===== src/rtl/ahbl_excl_monitor.sv =====
// ahbl_excl_monitor: AHB-Lite exclusive-access global monitor between an arbiter and a shared slave.
// Keeps one reservation per master ID, passes ordinary transfers straight through,
// drops failed exclusive stores locally and reports hexokay in the data phase.
// Ports: src_* face the arbiter's master port, dst_* face the slave; clk/rst async active-high.
// Optional feature: define EXCL_MON_SNOOP_EN so plain writes clear matching reservations.
module ahbl_excl_monitor #(
  parameter int W_ADDR    = 32,
  parameter int W_DATA    = 32,
  parameter int N_MASTERS = 2,
  parameter int W_GRANULE = 3
) (
  input  logic              clk,
  input  logic              rst,
  input  logic              src_hready,
  output logic              src_hready_resp,
  output logic              src_hresp,
  input  logic [W_ADDR-1:0] src_haddr,
  input  logic              src_hwrite,
  input  logic [1:0]        src_htrans,
  input  logic [2:0]        src_hsize,
  input  logic [2:0]        src_hburst,
  input  logic [3:0]        src_hprot,
  input  logic              src_hmastlock,
  input  logic [W_DATA-1:0] src_hwdata,
  output logic [W_DATA-1:0] src_hrdata,
  input  logic              src_hexcl,
  input  logic [7:0]        src_hmaster,
  output logic              src_hexokay,
  output logic              dst_hready,
  input  logic              dst_hready_resp,
  input  logic              dst_hresp,
  output logic [W_ADDR-1:0] dst_haddr,
  output logic              dst_hwrite,
  output logic [1:0]        dst_htrans,
  output logic [2:0]        dst_hsize,
  output logic [2:0]        dst_hburst,
  output logic [3:0]        dst_hprot,
  output logic              dst_hmastlock,
  output logic [W_DATA-1:0] dst_hwdata,
  input  logic [W_DATA-1:0] dst_hrdata
);
  localparam int W_TAG = W_ADDR - W_GRANULE;
  logic                            aphase, excl_ld, excl_st, slot_ok, pass, st_fail;
  logic [W_TAG-1:0]                tag;
  logic [N_MASTERS-1:0]            sel, hit, valid_q, valid_d;
  logic [N_MASTERS-1:0][W_TAG-1:0] addr_q, addr_d;
  logic                            dp_excl_q, dp_excl_d, dp_okay_q, dp_okay_d;
  logic                            dp_local_q, dp_local_d, dp_load_q, dp_load_d;
  logic [7:0]                      dp_master_q, dp_master_d;
  assign aphase  = src_hready & src_htrans[1];
  assign excl_ld = aphase & src_hexcl & ~src_hwrite;
  assign excl_st = aphase & src_hexcl & src_hwrite;
  assign tag     = src_haddr[W_ADDR-1:W_GRANULE];
  for (genvar i = 0; i < N_MASTERS; i++) begin : g_slot
    assign sel[i] = src_hmaster == 8'(i);
    assign hit[i] = addr_q[i] == tag;
  end
  // IDs outside the slot range select nothing, so they never pass and never touch state
  assign slot_ok = |sel;
  assign pass    = |(sel & valid_q & hit);
  assign st_fail = excl_st & ~pass;
  // Error clear is applied first so a same-edge address-phase update to that slot wins
  always_comb begin
    valid_d = valid_q;
    addr_d  = addr_q;
    for (int i = 0; i < N_MASTERS; i++) begin
      if (dp_load_q && dst_hresp && dp_master_q == 8'(i)) valid_d[i] = 1'b0;
      if (excl_ld && sel[i]) begin
        valid_d[i] = 1'b1;
        addr_d[i]  = tag;
      end
      else if (excl_st && (pass ? hit[i] : sel[i])) valid_d[i] = 1'b0;
`ifdef EXCL_MON_SNOOP_EN
      else if (aphase && !src_hexcl && src_hwrite && hit[i]) valid_d[i] = 1'b0;
`endif
    end
  end
  always_comb begin
    dp_excl_d   = src_hready ? aphase & src_hexcl : dp_excl_q;
    dp_okay_d   = src_hready ? (excl_ld & slot_ok) | (excl_st & pass) : dp_okay_q;
    dp_local_d  = src_hready ? st_fail : dp_local_q;
    dp_load_d   = src_hready ? excl_ld : dp_load_q;
    dp_master_d = src_hready ? (aphase ? src_hmaster : 8'h00) : dp_master_q;
  end
  always_ff @(posedge clk or posedge rst) begin
    if (rst) begin
      valid_q     <= '0;
      addr_q      <= '0;
      dp_excl_q   <= 1'b0;
      dp_okay_q   <= 1'b0;
      dp_local_q  <= 1'b0;
      dp_load_q   <= 1'b0;
      dp_master_q <= 8'h00;
    end else begin
      valid_q     <= valid_d;
      addr_q      <= addr_d;
      dp_excl_q   <= dp_excl_d;
      dp_okay_q   <= dp_okay_d;
      dp_local_q  <= dp_local_d;
      dp_load_q   <= dp_load_d;
      dp_master_q <= dp_master_d;
    end
  end
  // A failed store never reaches the slave; its one-cycle OKAY data phase is produced here
  assign src_hready_resp = dp_local_q | dst_hready_resp;
  assign src_hresp       = ~dp_local_q & dst_hresp;
  assign src_hexokay     = dp_excl_q & dp_okay_q & src_hready_resp;
  assign src_hrdata      = dst_hrdata;
  assign dst_hready      = src_hready;
  assign dst_htrans      = st_fail ? 2'b00 : src_htrans;
  assign dst_haddr       = src_haddr;
  assign dst_hwrite      = src_hwrite;
  assign dst_hsize       = src_hsize;
  assign dst_hburst      = src_hburst;
  assign dst_hprot       = src_hprot;
  assign dst_hmastlock   = src_hmastlock;
  assign dst_hwdata      = src_hwdata;
endmodule


===== config.mk =====
export PLATFORM = sky130hd
export DESIGN_NAME = ahbl_excl_monitor
export DESIGN_NICKNAME = d
export VERILOG_FILES = /design/src/rtl/ahbl_excl_monitor.sv
export SDC_FILE = /design/constraint.sdc
export NUM_CORES = 1
export LEC_CHECK = 0
export BUFFER_PORTS_ARGS = -buffer_cell sky130_fd_sc_hd__buf_4
export CORE_UTILIZATION = 43
export CTS_CLUSTER_DIAMETER = 120
export DETAILED_ROUTE_END_ITERATION = 7
export PLACE_DENSITY = 0.8
export SETUP_SLACK_MARGIN = 0.1
export SYNTH_ARGS = -nofsm -noshare
export SYNTH_HDL_FRONTEND = slang
export SYNTH_SLANG_ARGS = --single-unit

===== constraint.sdc =====
create_clock -name clk -period 2.5 [get_ports clk]
set_input_delay 0.375 -clock clk [delete_from_list [all_inputs] [get_ports clk]]
set_output_delay 0.375 -clock clk [all_outputs]
set_load 0.03 [all_outputs]

# Word-level counts from Yosys, hierarchy flattened
# Index checks and enable logic that the tools add are counted.
# W data, S select, Z words.
[word_totals]
ff_bits = 72
latchBits = 0
ramBits = 0
mem_bits_ro = 0
inputBits = 124
output_inout_bits = 114
mem_count = 0
[op_classes]
n_addsub = 0
n_mul = 0
n_div = 0
n_lt_le_gt_ge = 0
eq_ne = 4
shifts = 0
mux = 10
bitwise = 17
n_reduce_logical = 13
[ops]
columns = ["op", "count"]
rows = [
  ["$eq A29 B29 Y1", 2],
  ["$eq A8 B1 Y1 const B", 2],
  ["$logic_not A8 Y1", 2],
  ["$and A1 B1 Y1", 10],
  ["$mux W1", 8],
  ["$mux W8", 1],
  ["$logic_and A1 B1 Y1", 7],
  ["$reduce_bool A3 Y1", 2],
  ["$and A2 B2 Y2", 2],
  ["$reduce_or A2 Y1", 2],
  ["$not A1 Y1", 3],
  ["$mux W2", 1],
  ["$or A1 B1 Y1", 2],
]

# Longest topological paths before layout
[logic_depth]
ltp_word = 8
depth_mapped = 6
mapped_depth_nobuf = 6

# Least setup slack after synthesis
# Ideal clock, no wire load.
[synth_path]
kind = "reg2out"
start = "register addr_q[39] (netlist name)"
end = "output port dst_htrans[0]"
t_arrival_ns = 1.688
required_ns = 2.125
setup_slack_ns = 0.437
path_stages_with_launch = 7
path_buffers = 0
path_cell_list = "dfrtp_1 xor2_1 nor4_1 nand4_1 or2_1 o221ai_2 and2_1"
[synth_between]
elab_chain_len = 6
[synth_rtl]
columns = ["item", "line", "source"]
rows = [
  ["start: declaration", "46", "logic [N_MASTERS-1:0][W_TAG-1:0] addr_q, addr_d;"],
  ["start signal: assignment", "96", "addr_q <= addr_d;"],
  ["$eq A29 B29 Y1", "56", "assign hit[i] = addr_q[i] == tag;"],
  ["$and A2 B2 Y2", "60", "assign pass = |(sel & valid_q & hit);"],
  ["$reduce_or A2 Y1", "60", ""],
  ["$not A1 Y1", "61", "assign st_fail = excl_st & ~pass;"],
  ["$and A1 B1 Y1", "61", ""],
  ["$mux W2", "110", "assign dst_htrans = st_fail ? 2'b00 : src_htrans;"],
  ["end: declaration", "34", "output logic [1:0] dst_htrans,"],
]
# No other way between the ends.

# Worst setup path after layout
[layout_path]
start = "register addr_q[44] (netlist name)"
end = "output port dst_htrans[1]"
# The elaborated chain is that of the path after synthesis.

==> impl_metrics.py <==
metrics = {
    "global_route": {
        "grt_pass1_vias": 2655,
        "grt_pass1_wl_um": 14900,
        "grt_usage": 0.198,
        "grt_max_degree": 59,
        "antenna_found_initial": 0,
        "grt.overflow.total": 0,
    },
    "drt": {
        "dr.pass1.iters": 4,
        "ant_nets": 0,
        "post_drt_wl_per_cell_um": 20.7,
        "via_per_inst": 5.10,
        "num_vias": 2560,
        "wl_um": 10400,
        "drc_errors": 0,
        "dr.first_iter.drc_count": 70,
    },
    "die": {
        "start_util": 0.442,
        "core.rowCount": 36,
        "die_w_um": 102,
        "coreArea_sq_um": 9730,
        "die_y_um": 102,
        "dieArea_sq_um": 10400,
        "pin_count": 238,
    },
    "setup_path": {
        "critPathBufInv": 1,
        "critPathLaunchType": "flip-flop",
        "critical_path_class": "reg -> out",
        "crit_fanout": 3,
        "critical_path.cell_chain": "xor2_1 -> nor4_2 -> nand4_1 -> or2_1 -> o221ai_2 -> and2_4 -> buf_6",
        "critPathSlowestCell": "dfrtp_1",
        "critPathCaptureType": "output port",
        "crit_arrival_ps": 2290,
        "crit_family": "simple AND/OR/NAND/NOR gates",
        "crit_required_ps": 2120,
        "cpPeakStageDelay_ps": 390,
    },
    "final_layout": {
        "stdcell_area_sq_um": 4570,
        "n_antenna_cell": 0,
        "final_cell_mix": "buf_4, dfrtp_1, xor2_1",
        "seqCellArea_sq_um": 1800,
        "fin_util": 0.470,
        "fillCellCount": 918,
        "syn2layout_area_growth_pct": 6.40,
        "layout-drive-gt1-share": 0.474,
        "fin_nets": 488,
        "multi_input_area_sq_um": 1660,
        "final_common_cell": "buf_4",
    },
    "synth": {
        "syn_area_sq_um": 4300,
        "syn_nets": 503,
        "yosys.area.top_type": "dfrtp_1",
        "synth_cells": 379,
        "synth_top_area_frac": 0.419,
        "yosysSeqAreaShare": 0.419,
        "ys_ff_latch": 72,
        "yosys_warnings": 0,
        "synth.avg_cell_area_sq_um": 11.3,
        "synth.distinct_cells": 32,
        "synthTopCellsByArea": "dfrtp_1, buf_4, mux2_2",
    },
    "clock_tree": {
        "clk_path_buf_depth": 2,
        "clockRootBuffer": "clkbuf_8",
        "clk_pin_slew_ps": 90,
        "insertion_delay_ps": 350,
        "clock-sinks": 72,
        "cts_max_level": 3,
        "tritoncts": "built",
        "cts_buffers": 9,
    },
    "sta": {
        "finalClockSkew_ps": 10.9,
        "rsz0062_at_grt": "yes",
        "period_needed_ps": 2670,
        "slew_viol_final": 0,
        "hold_viol_final": 0,
        "tightest_slew_ps": 417,
        "slew_headroom": 0.722,
        "fin_tns_setup_ps": -331,
        "worst_slack_ps": -167,
        "fmax_mhz": 375,
        "finalSetupViolCount": 2,
        "post-route-period-util": 1.07,
    },
    "worst_hold_path": {
        "min_path_type": "in -> reg",
    },
    "job": {
        "maxCapViolCount": 0,
    },
    "power_and_ir_drop": {
        "leakage_nw": 2.36,
        "vdd_drop_max_mv": 0.387,
        "power_density_nw_per_um2": 542,
    },
    "place": {
        "hpwlAfterDp_um": 8260,
        "place_area_sq_um": 4290,
        "io_buffer_count": 81,
        "gp_congestion": 0.762,
    },
    "outcome": {
        "status": "finished, violations left",
        "violations": "setup timing",
    },
}
cell usage after synthesis:
| library cell | count |
|---|---|
| mux2_2 | 54 |
| a22o_1 | 6 |
| nand3_1 | 4 |
| nor4_1 | 12 |
| a22oi_1 | 2 |
| or2_1 | 2 |
| clkbuf_1 | 1 |
| nor4_2 | 3 |
| nor4b_1 | 1 |
| o22ai_1 | 1 |
| mux2_1 | 4 |
| nor2b_1 | 1 |
| and2_1 | 4 |
| and4_1 | 1 |
| and3_2 | 1 |
| a31o_1 | 1 |
| buf_4 | 112 |
| nand4_1 | 5 |
| nand2_1 | 5 |
| or2_2 | 1 |
| dfrtp_1 | 72 |
| o2bb2ai_1 | 1 |
| nor3_1 | 4 |
| inv_1 | 8 |
| and3_1 | 1 |
| xor2_1 | 58 |
| o21ai_0 | 5 |
| nor3_2 | 1 |
| o221ai_2 | 1 |
| a221o_1 | 1 |
| nor2_1 | 3 |
| buf_2 | 3 |
layout make-up:
type                       instances  area share
clock inverter                     7      0.0172
multi-input combinational        183       0.364
timing repair buffer              90       0.155
clock buffer                       9      0.0271
inverter                           8     0.00656
tap                              133      0.0364
sequential                        72       0.394
repair_timing:
action / CTS / global route
hold buffers: 1 / 0
setup buffers: 2 / 0
endpoints found under the setup margin: 2 / 2
pin swaps: 9 / 6
endpoints found under the hold margin: 14 / 0
resized for setup: 8 / 2
logic make-up (layout without fill, tap and decap cells):
| kind of cell | after synthesis | count (layout) | share of synthesized area |
|---|---|---|---|
| buffers and inverters | 124 | 114 | 0.207 |
| DFF | 72 | 72 | 0.419 |
| xor gates and xnor gates | 58 | 58 | 0.118 |
| muxes | 58 | 58 | 0.152 |
| and+or+nand+nor | 49 | 49 | 0.0710 |
| AOI/OAI and AO/OA | 18 | 18 | 0.0329 |
flip-flops by register name, indices dropped and copies added, names as in the netlist:
| name | flops |
|---|---|
| addr_q | 58 |
| dp_excl_q | 1 |
| dp_load_q | 1 |
| dp_local_q | 1 |
| dp_master_q | 8 |
| dp_okay_q | 1 |
| valid_q | 2 |
layer usage:
metal,vias to the layer above,wire length [um],global-route usage
li1,1144,-,-
met1,1235,3370,0.196
met3,24,1670,0.134
met5,-,66,0.0577
met2,155,4990,0.327
met4,2,276,0.0648
through the flow:
| step | hold WS [ps] | cells | worst slack (ps) | power (mW) |
|---|---|---|---|---|
| 6_report | 254 | 502 | -167 | 2.48 |
| 5_1_grt | 246 | 502 | -276 | 2.58 |
| 4_1_cts | 234 | 502 | -178 | 2.51 |
| 3_5_place_dp | 373 | 483 | -64.4 | 1.55 |
| 3_3_place_gp | 373 | 483 | -20.9 | 1.54 |
| 2_1_floorplan | 447 | 379 | 300 | 1.64 |
where the power goes:
| part | switching [mW] | internal, mW |
|---|---|---|
| sequential | 0.0123 | 1.18 |
| clock | 0.476 | 0.471 |
| combinational | 0.195 | 0.140 |
| total | 0.682 | 1.80 |
path summary, 6_finish.rpt:
kind | startpoint | endpoint | slack (ps) | cells past startpoint
max reg2reg | addr_q[44] | valid_q[0] | 450 | 7
min | src_hmaster[4] | dp_master_q[4] | 250 | 2
min in group asynchronous | rst | dp_master_q[3] | 560 | 3
max in group asynchronous | rst | addr_q[51] | 1310 | 4
min reg2reg | dp_okay_q | dp_okay_q | 520 | 1
max | addr_q[44] | dst_htrans[1] | -170 | 7
Note: power is estimated with default switching activity, not from simulation.
